<file path="src/rtl/exu_mc.sv">
// Multi-cycle execute unit: reads operands through one sync register-file port,
// runs ALU/load/store/jal/ebreak work and writes back with next-PC reporting.
module exu_mc #(
    parameter int unsigned XLEN        = 32,
    parameter int unsigned RADDR_W     = 5,
    parameter int unsigned MEM_TIMEOUT = 255
) (
    input  logic                 clk,
    input  logic                 rst,
    input  logic                 in_valid,
    output logic                 in_ready,
    input  logic [3:0]           op,
    input  logic                 use_imm,
    input  logic [1:0]           mem_size,
    input  logic                 mem_unsigned,
    input  logic [RADDR_W-1:0]   rs1,
    input  logic [RADDR_W-1:0]   rs2,
    input  logic [RADDR_W-1:0]   rd,
    input  logic [XLEN-1:0]      imm,
    input  logic [XLEN-1:0]      pc,
    output logic                 reg_ren,
    output logic [RADDR_W-1:0]   reg_raddr,
    input  logic [XLEN-1:0]      reg_rdata,
    output logic                 reg_wen,
    output logic [RADDR_W-1:0]   reg_waddr,
    output logic [XLEN-1:0]      reg_wdata,
    output logic                 mem_req,
    output logic                 mem_we,
    output logic [XLEN-1:0]      mem_addr,
    output logic [XLEN-1:0]      mem_wdata,
    output logic [XLEN/8-1:0]    mem_wmask,
    input  logic                 mem_ack,
    input  logic [XLEN-1:0]      mem_rdata,
    output logic                 out_valid,
    output logic [XLEN-1:0]      next_pc,
    output logic                 halt,
    output logic                 ebreak
);
    localparam int unsigned SH_W  = $clog2(XLEN);
    localparam int unsigned NB    = XLEN / 8;
    localparam int unsigned LB    = $clog2(NB);
    localparam int unsigned TMO_W = (MEM_TIMEOUT > 0) ? $clog2(MEM_TIMEOUT + 1) : 1;

    localparam logic [3:0] OP_ADD = 4'd0,  OP_SUB = 4'd1,  OP_AND = 4'd2,  OP_OR   = 4'd3;
    localparam logic [3:0] OP_XOR = 4'd4,  OP_SLL = 4'd5,  OP_SRL = 4'd6,  OP_SRA  = 4'd7;
    localparam logic [3:0] OP_SLT = 4'd8,  OP_SLTU = 4'd9, OP_LOAD = 4'd10, OP_STORE = 4'd11;
    localparam logic [3:0] OP_JAL = 4'd12, OP_EBREAK = 4'd13;

    typedef enum logic [2:0] {S_IDLE, S_RD1, S_RD2, S_EXEC, S_MEM, S_WB, S_STOP} state_t;

    state_t             state;
    logic [3:0]         op_q;
    logic               use_imm_q;
    logic [1:0]         size_q;
    logic               mem_unsigned_q;
    logic [RADDR_W-1:0] rs2_q;
    logic [RADDR_W-1:0] rd_q;
    logic [XLEN-1:0]    imm_q;
    logic [XLEN-1:0]    pc_q;
    logic [XLEN-1:0]    src1;
    logic [XLEN-1:0]    src2;
    logic [TMO_W-1:0]   tmo_cnt;

    logic [XLEN-1:0]    src2_c, b_c, addr_c, alu_c, st_data_c, lane_c, ld_shl_c, ld_c;
    logic [SH_W-1:0]    sh_c, ext_sh_c;
    logic [2:0]         amask_c;
    logic               misalign_c, size_ok_c, tmo_hit_c;
    logic [NB-1:0]      wmask_base_c, wmask_c;

    // src2 is captured at the end of EXEC, so EXEC itself reads the port directly
    always_comb begin
        src2_c  = (state == S_EXEC) ? reg_rdata : src2;
        b_c     = use_imm_q ? imm_q : src2_c;
        sh_c    = b_c[SH_W-1:0];
        addr_c  = src1 + imm_q;
        alu_c   = '0;
        case (op_q)
            OP_ADD:  alu_c = src1 + b_c;
            OP_SUB:  alu_c = src1 - b_c;
            OP_AND:  alu_c = src1 & b_c;
            OP_OR:   alu_c = src1 | b_c;
            OP_XOR:  alu_c = src1 ^ b_c;
            OP_SLL:  alu_c = src1 << sh_c;
            OP_SRL:  alu_c = src1 >> sh_c;
            OP_SRA:  alu_c = XLEN'($signed(src1) >>> sh_c);
            OP_SLT:  alu_c = {{(XLEN-1){1'b0}}, $signed(src1) < $signed(b_c)};
            OP_SLTU: alu_c = {{(XLEN-1){1'b0}}, src1 < b_c};
            default: alu_c = '0;
        endcase

        amask_c      = 3'b111;
        wmask_base_c = NB'(8'hFF);
        st_data_c    = src2_c;
        ext_sh_c     = '0;
        case (size_q)
            2'd0: begin
                amask_c      = 3'b000;
                wmask_base_c = NB'(8'h01);
                st_data_c    = {NB{src2_c[7:0]}};
                ext_sh_c     = SH_W'(XLEN - 8);
            end
            2'd1: begin
                amask_c      = 3'b001;
                wmask_base_c = NB'(8'h03);
                st_data_c    = {(NB/2){src2_c[15:0]}};
                ext_sh_c     = SH_W'(XLEN - 16);
            end
            2'd2: begin
                amask_c      = 3'b011;
                wmask_base_c = NB'(8'h0F);
                st_data_c    = {(NB/4){src2_c[31:0]}};
                ext_sh_c     = SH_W'(XLEN - 32);
            end
            default: ;
        endcase
        misalign_c = |(addr_c[2:0] & amask_c);
        size_ok_c  = (XLEN == 64) || (size_q != 2'd3);
        wmask_c    = wmask_base_c << addr_c[LB-1:0];

        // Load lane: shift down to bit 0, then left-justify and shift back to extend
        lane_c   = mem_rdata >> {mem_addr[LB-1:0], 3'b000};
        ld_shl_c = lane_c << ext_sh_c;
        ld_c     = mem_unsigned_q ? (ld_shl_c >> ext_sh_c)
                                  : XLEN'($signed(ld_shl_c) >>> ext_sh_c);
        tmo_hit_c = (MEM_TIMEOUT != 0) && ((32'(tmo_cnt) + 32'd1) == MEM_TIMEOUT);
    end

    always_ff @(posedge clk) begin
        if (rst) begin
            state          <= S_IDLE;
            in_ready       <= 1'b1;
            op_q           <= '0;
            use_imm_q      <= 1'b0;
            size_q         <= '0;
            mem_unsigned_q <= 1'b0;
            rs2_q          <= '0;
            rd_q           <= '0;
            imm_q          <= '0;
            pc_q           <= '0;
            src1           <= '0;
            src2           <= '0;
            tmo_cnt        <= '0;
            reg_ren        <= 1'b0;
            reg_raddr      <= '0;
            reg_wen        <= 1'b0;
            reg_waddr      <= '0;
            reg_wdata      <= '0;
            mem_req        <= 1'b0;
            mem_we         <= 1'b0;
            mem_addr       <= '0;
            mem_wdata      <= '0;
            mem_wmask      <= '0;
            out_valid      <= 1'b0;
            next_pc        <= '0;
            halt           <= 1'b0;
            ebreak         <= 1'b0;
        end else begin
            out_valid <= 1'b0;
            reg_wen   <= 1'b0;
            case (state)
                S_IDLE: if (in_valid) begin
                    op_q           <= op;
                    use_imm_q      <= use_imm;
                    size_q         <= mem_size;
                    mem_unsigned_q <= mem_unsigned;
                    rs2_q          <= rs2;
                    rd_q           <= rd;
                    imm_q          <= imm;
                    pc_q           <= pc;
                    reg_ren        <= 1'b1;
                    reg_raddr      <= rs1;
                    in_ready       <= 1'b0;
                    state          <= S_RD1;
                end
                S_RD1: begin
                    reg_raddr <= rs2_q;
                    state     <= S_RD2;
                end
                S_RD2: begin
                    src1    <= reg_rdata;
                    reg_ren <= 1'b0;
                    state   <= S_EXEC;
                end
                S_EXEC: begin
                    src2 <= reg_rdata;
                    if (op_q <= OP_SLTU || op_q == OP_JAL) begin
                        out_valid <= 1'b1;
                        reg_wen   <= (rd_q != '0);
                        reg_waddr <= rd_q;
                        reg_wdata <= (op_q == OP_JAL) ? pc_q + XLEN'(4) : alu_c;
                        next_pc   <= (op_q == OP_JAL) ? pc_q + imm_q : pc_q + XLEN'(4);
                        state     <= S_WB;
                    end else if (op_q == OP_LOAD || op_q == OP_STORE) begin
                        if (!size_ok_c || misalign_c) begin
                            halt  <= 1'b1;
                            state <= S_STOP;
                        end else begin
                            mem_req   <= 1'b1;
                            mem_we    <= (op_q == OP_STORE);
                            mem_addr  <= addr_c;
                            mem_wdata <= (op_q == OP_STORE) ? st_data_c : '0;
                            mem_wmask <= (op_q == OP_STORE) ? wmask_c : '0;
                            tmo_cnt   <= '0;
                            state     <= S_MEM;
                        end
                    end else if (op_q == OP_EBREAK) begin
                        ebreak <= 1'b1;
                        state  <= S_STOP;
                    end else begin
                        halt  <= 1'b1;
                        state <= S_STOP;
                    end
                end
                // Ack is checked before the timeout so a same-cycle ack still retires
                S_MEM: begin
                    if (mem_ack) begin
                        mem_req   <= 1'b0;
                        mem_we    <= 1'b0;
                        out_valid <= 1'b1;
                        reg_wen   <= !mem_we && (rd_q != '0);
                        reg_waddr <= rd_q;
                        reg_wdata <= mem_we ? '0 : ld_c;
                        next_pc   <= pc_q + XLEN'(4);
                        state     <= S_WB;
                    end else if (tmo_hit_c) begin
                        mem_req <= 1'b0;
                        mem_we  <= 1'b0;
                        halt    <= 1'b1;
                        state   <= S_STOP;
                    end else begin
                        tmo_cnt <= tmo_cnt + TMO_W'(1);
                    end
                end
                S_WB: begin
                    in_ready <= 1'b1;
                    state    <= S_IDLE;
                end
                S_STOP: begin
                    in_ready <= 1'b0;
                    reg_ren  <= 1'b0;
                    mem_req  <= 1'b0;
                    mem_we   <= 1'b0;
                end
                default: state <= S_IDLE;
            endcase
        end
    end
endmodule
</file>
<file path="config.mk">
export PLATFORM = sky130hd
export DESIGN_NAME = exu_mc
export DESIGN_NICKNAME = d
export VERILOG_FILES = /design/src/rtl/exu_mc.sv
export SDC_FILE = /design/constraint.sdc
export NUM_CORES = 1
export LEC_CHECK = 0
export ABC_AREA = 1
export CORE_AREA = 2 2 328 330
export CTS_CLUSTER_SIZE = 28
export DETAILED_ROUTE_END_ITERATION = 6
export DIE_AREA = 0 0 330 332
export PLACE_DENSITY_LB_ADDON = 0.3
export SYNTH_ARGS = -nofsm -noshare
export SYNTH_HDL_FRONTEND = slang
export SYNTH_SLANG_ARGS = --single-unit
</file>
<file path="constraint.sdc">
create_clock -name clk -period 3.6 [get_ports clk]
set_input_delay 0.72 -clock clk [delete_from_list [all_inputs] [get_ports clk]]
set_output_delay 0.72 -clock clk [all_outputs]
set_load 0.02 [all_outputs]
</file>
=== Word-level counts from Yosys, hierarchy flattened ===
Cells that the tools add are included.

* Flip-flop bits (word level): 307
* Bits of input ports: 155

* Shift-type cells: 8
* Eq/ne operators: 35
* Multiplexer cells: 64
* Order comparisons: 3
* Reductions and logical operators: 28
* Bitwise logic cells: 8
* Add/sub/neg operators: 7

{| class="wikitable"
|+ Operators by type and width
! operator !! number
|-
| 32-bit two-way mux || 11
|-
| 32-bit one-hot mux with 10 select lines || 1
|-
| 32-bit one-hot mux with 2 select lines || 3
|-
| 32-bit adder || 3
|-
| 32-bit by 5-bit >> shifter with 32-bit output || 3
|-
| 32-bit < comparator || 2
|-
| 32-bit by 5-bit << shifter with 32-bit output || 2
|-
| 32-bit by 5-bit >>> shifter with 32-bit output || 2
|-
| 8-bit two-way mux || 5
|-
| 32-bit by 3-bit adder with 32-bit output (second input constant) || 1
|-
| 32-bit AND || 1
|-
| 32-bit OR || 1
|-
| 32-bit subtractor || 1
|-
| 32-bit XOR || 1
|-
| 5-bit one-hot mux with 2 select lines || 3
|-
| 4-bit == test (second input constant) || 6
|-
| 1-bit two-way mux || 20
|-
| 3-bit one-hot mux with 6 select lines || 1
|-
| 4-bit by 3-bit == test with 1-bit output (second input constant) || 4
|-
| 2-bit inequality test (second input constant) || 8
|-
| 8-bit one-hot mux with 2 select lines || 1
|-
| 3-bit two-way mux || 5
|-
| 5-bit two-way mux || 3
|-
| 6-bit AND reduction || 2
|-
| 38 further kinds || 63
|}

=== Depth between registers and ports, before layout ===
* Word-level depth: 9
* Mapped depth: 28
* Gate-level depth less buffers: 24

=== Worst setup path after synthesis ===
Ideal clock, no wire load.

* Path type: register to register
* Start point: register state[2]
* End point: register reg_wdata[24]
* Path slack: 0.040 ns
* Period minus slack after synthesis: 3.560 ns
* Cell stages (with the launch flop): 24
* Data arrival time: 3.436 ns
* Required time: 3.476 ns
* Path buffers: 4
* Cell sequence: dfxtp_1 > buf_6 > inv_2 > nand3_2 > buf_6 > clkbuf_1 > o21ai_0 > nand2_1 > o21ai_0 > inv_1 > ha_1 > clkbuf_1 > nand2_1 > nor2_1 > inv_1 > nor3_1 > a21oi_1 > o21ai_0 > nand3_1 > nand2_1 > xor2_1 > o21ai_0 > o21ai_1 > a21oi_1

* Longest elaborated chain between the ends: 8
* Elaborated cells between the ends (all ways): 20
* Those cells by class: 2 x add/sub; 4 x eq/ne; 3 x shift; 6 x mux; 3 x bitwise; 2 x reduce/logical

{| class="wikitable"
|+ Ends and longest elaborated chain
! element !! RTL line !! source
|-
| from (decl) || 51 || <nowiki>state_t state;</nowiki>
|-
| from (signal assigned) || 130 || <nowiki>state <= S_IDLE;</nowiki>
|-
| from (signal assigned) || 173 || <nowiki>state <= S_RD1;</nowiki>
|-
| from (signal assigned) || 177 || <nowiki>state <= S_RD2;</nowiki>
|-
| 3-bit by 2-bit == test with 1-bit output || 72, 160 ||
|-
| 32-bit two-way mux || n/a ||
|-
| 32-bit two-way mux || 73 || <nowiki>b_c = use_imm_q ? imm_q : src2_c;</nowiki>
|-
| 32-bit subtractor (tied with other cells) || 79 || <nowiki>OP_SUB: alu_c = src1 - b_c;</nowiki>
|-
| 32-bit one-hot mux with 10 select lines || 77 || <nowiki>case (op_q)</nowiki>
|-
| 32-bit two-way mux || 190 || <nowiki>reg_wdata <= (op_q == OP_JAL) ? pc_q + XLEN'(4) : alu_c;</nowiki>
|-
| 32-bit two-way mux || 186 || <nowiki>if (op_q <= OP_SLTU || op_q == OP_JAL) begin</nowiki>
|-
| 32-bit one-hot mux with 2 select lines || 160 || <nowiki>case (state)</nowiki>
|-
| to (signal assigned) || 190 ||
|-
| to (signal assigned) || 222 || <nowiki>reg_wdata <= mem_we ? '0 : ld_c;</nowiki>
|-
| to (decl) || 26 || <nowiki>output logic [XLEN-1:0] reg_wdata,</nowiki>
|}

Parallel ways exist; a longest one is shown, timed or not. The select of a mux whose other input is x is not followed.
A chain may end at the register's enable or synchronous reset.

=== Worst setup path after layout ===
* Start point: register state[1]
* End point: register reg_wdata[8]

Same word-level chain as after synthesis.

==> impl_metrics.py <==
metrics = {
    "logic_synthesis": {
        "ys_seq_elements": 307,
        "synth_ff_type": "dfxtp_1",
        "synth_edf_count": 0,
        "avgSynthCellArea_sq_um": 6.14,
        "synth_top_area_share_pct": 23.4,
        "async_flop_share_pct": 0,
        "yosysTopAreaCell": "dfxtp_1",
        "seq_area_frac_synth_pct": 23.4,
        "syn-num-nets": 4600,
        "synth.distinct_cells": 64,
        "syn_inst": 4284,
        "yosys_warnings": 0,
        "synth.area.top_cells": "dfxtp_1 23%, nand2_1 12%, o21ai_0 8.3%",
        "syn_area_sq_um": 26300,
    },
    "final_layout": {
        "drive_gt1_share_pct": 21.0,
        "final_area_sq_um": 38000,
        "fin_nets": 5428,
        "fillers": 11700,
        "fin_cells": 6541,
        "syn_to_final_growth_pct": 44.4,
    },
    "worst_setup_path": {
        "reg2reg_depth": 21,
        "critPathMaxFanout": 49,
        "path_common_cell": "buf_6",
        "path_depth": 21,
        "required_ns": 4.05,
        "cp_top_family": "simple AND/OR/NAND/NOR gates",
        "crit_slowest_cell": "dfxtp_1",
        "cp-end-kind": "flop",
        "crit_arrival_ns": 3.99,
        "ff2ff_setup_slack_ns": 0.06,
        "path_buf_inv": 7,
        "startpoint_type": "flop",
        "crit_type": "reg2reg",
        "max_stage_delay_ns": 0.37,
        "path_cells": "nand3_4 > buf_12 > buf_8 > buf_6 > nand2_4 > nand3_4 > nand2_4 > inv_4 > clkbuf_8 > buf_6 > nand3_1 > nand3_1 > nand2_1 > nand2_1 > o211ai_1 > nand3_2 > nor2_1 > nand3_2 > buf_6 > nand2_2 > a21oi_1",
    },
    "grt": {
        "grt_max_degree": 68,
        "grt_pass1_wl_um": 220000,
        "grtUsageTotal_pct": 27.2,
        "grt_overflow": 0,
        "grt_pass1_vias": 32100,
        "antenna_found_initial": 7,
    },
    "timing": {
        "final_hold_viol_count": 0,
        "rsz0062_at_grt": "yes",
        "tns_ns": 0,
        "slew_violations": 0,
        "setup-violations-final": 0,
        "worst_pin_slew_ns": 1.16,
        "period_share_pct": 98.2,
        "fin_skew_ns": 0.0242,
        "slew_headroom_pct": 22.6,
        "max_freq_mhz": 283,
        "min_period_ns": 3.54,
    },
    "clock_tree": {
        "clk_pin_slew_worst_paths_ns": 0.06,
        "cts_tree": "done",
        "postCtsHoldBufs": 0,
        "clock_tree.buffer_depth": 3,
        "clk_latency_ns": 0.58,
        "cts_buffers": 37,
        "htreeDepth": 2,
        "cts_root_buf": "clkbuf_16",
        "clock-sinks": 307,
    },
    "routing": {
        "drt_first_pass_iters": 6,
        "wl_um": 156000,
        "ant_nets": 0,
        "wl_per_cell_um": 23.9,
        "dr_total_vias": 33800,
        "viasPerCell": 5.16,
        "drt_iter0_drc": 3055,
        "drc": 0,
    },
    "place": {
        "dpl.cell_count": 6463,
        "place_congestion": 1.03,
        "io_buffers": 304,
        "dpl_cell_area_sq_um": 35500,
        "hpwl_um": 129000,
    },
    "floorplanning": {
        "start_util_pct": 24.7,
        "core_area_sq_um": 106000,
        "die-area_sq_um": 110000,
        "ios": 305,
        "die_width_um": 330,
        "dieHeight_um": 332,
        "num_rows": 120,
    },
    "outcome": {
        "status": "finished, final reports clean",
    },
    "flow_run": {
        "max-cap-violations": 0,
    },
    "pwr": {
        "ir_drop_mv": 0.366,
        "leakage_uw": 0.0171,
        "power_density_nw_per_um2": 430,
        "power_uw": 16300,
    },
    "hold_path": {
        "hp-class": "reg2reg",
        "hold_path_depth": 2,
    },
}
[layer usage]
layer	global-route usage, %	vias up	part of all wire (%)
met5	0	-	0.062
met4	13.5	10	5.9
met3	2.93	257	6.4
met2	44.3	1298	45
met1	35.6	16100	43
li1	-	16100	-
[path summary, 6_finish.rpt]
check,endpoint,from
worst max-delay path,reg_wdata[8],state[1]
worst min register to register,halt,halt
worst min-delay path,halt,halt
worst max register to register,reg_wdata[8],state[1]
[state kept, by name, summed over array words and instances, names as in the netlist, 3 cells and up]
register and count:
mem_wmask 4, mem_wdata 32, src1 32, pc_q 32, src2 32, imm_q 32, rs2_q 5, reg_wdata 32
rd_q 5, tmo_cnt 8, mem_addr 32, next_pc 32, reg_waddr 5, state 3, op_q 4, reg_raddr 5
[cell usage in the layout, fill, tap and decap left out, types with 49 or more instances in the layout]
cell type	instances
a21oi_1	390
buf_4	674
clkdlybuf4s50_1	303
dfxtp_1	306
ha_1	137
inv_1	435
nand2_1	834
nand2_2	49
nand3_1	391
nor2_1	399
o21ai_0	371
o21ai_1	72
xor2_1	50
[worst reg2reg max path, delay by kind of cell, from the launching register on]
family | cells | cell delay (ns)
buffers and inverters | 7 | 1.22
and+or+nand+nor | 12 | 1.51
DFF | 1 | 0.37
AOI/OAI and AO/OA | 2 | 0.35
[cell usage after synthesis, types with 18 or more instances]
cell type	number
clkbuf_1	138
a31oi_1	33
buf_2	41
ha_1	158
nor2_1	437
nand2_2	25
a221oi_1	39
buf_1	19
inv_1	449
dfxtp_1	307
o22ai_1	18
nand2_1	864
o21ai_0	438
o211ai_1	42
o21ai_1	41
a21oi_1	428
xor2_1	50
nor3_1	48
nand4_1	43
nand3_1	403
[report_power, final]
group / switching, uW / leakage, uW / internal [uW]
Clock: 1650 / 0.000568 / 2180
Combinational: 5360 / 0.0140 / 3220
Sequential: 290 / 0.00250 / 3630
[cell type report]
| cell class | instances | area, sq um | share of cell area (%) |
|---|---|---|---|
| tap | 1403 | 1760 | 4.62 |
| clock buffer | 51 | 1040 | 2.74 |
| clock inverter | 13 | 138 | 0.362 |
| multi-input combinational | 3291 | 18500 | 48.8 |
| sequential | 307 | 6150 | 16.2 |
| timing repair buffer | 1008 | 8600 | 22.6 |
| antenna | 1 | 2.50 | 0.00659 |
| inverter | 467 | 1760 | 4.63 |
[stage by stage]
step	utilization, %	hold slack, ns	worst slack (ns)
final	35.7	0.463	0.0648
after global routing	35.7	0.486	-0.0765
after CTS	34.7	0.465	0.000756
after detailed placement	33.4	0.450	-0.972
after global placement	33.4	0.444	-0.942
after floorplan	-	0.444	0.0396
[cells by family after synthesis]
kind of cell | Yosys count | synth area share (%)
AND/OR/NAND/NOR | 1898 | 31.2
XOR/XNOR | 65 | 2.16
multiplexers | 15 | 0.571
flip-flops | 307 | 23.4
adder cells (fa/ha/maj) | 161 | 7.74
AO/OA/AOI/OAI | 1152 | 24.5
buffers and inverters | 686 | 10.4
[what timing repair did]
| item | 4_1_cts | 5_1_grt |
|---|---|---|
| buffers inserted | 1 | 9 |
| gates resized for setup | 62 | 288 |
| cloned | 0 | 3 |
| endpoints found under the setup margin | 23 | 30 |
| pin swaps | 3 | 59 |
Power figures use the tool's default switching activity.
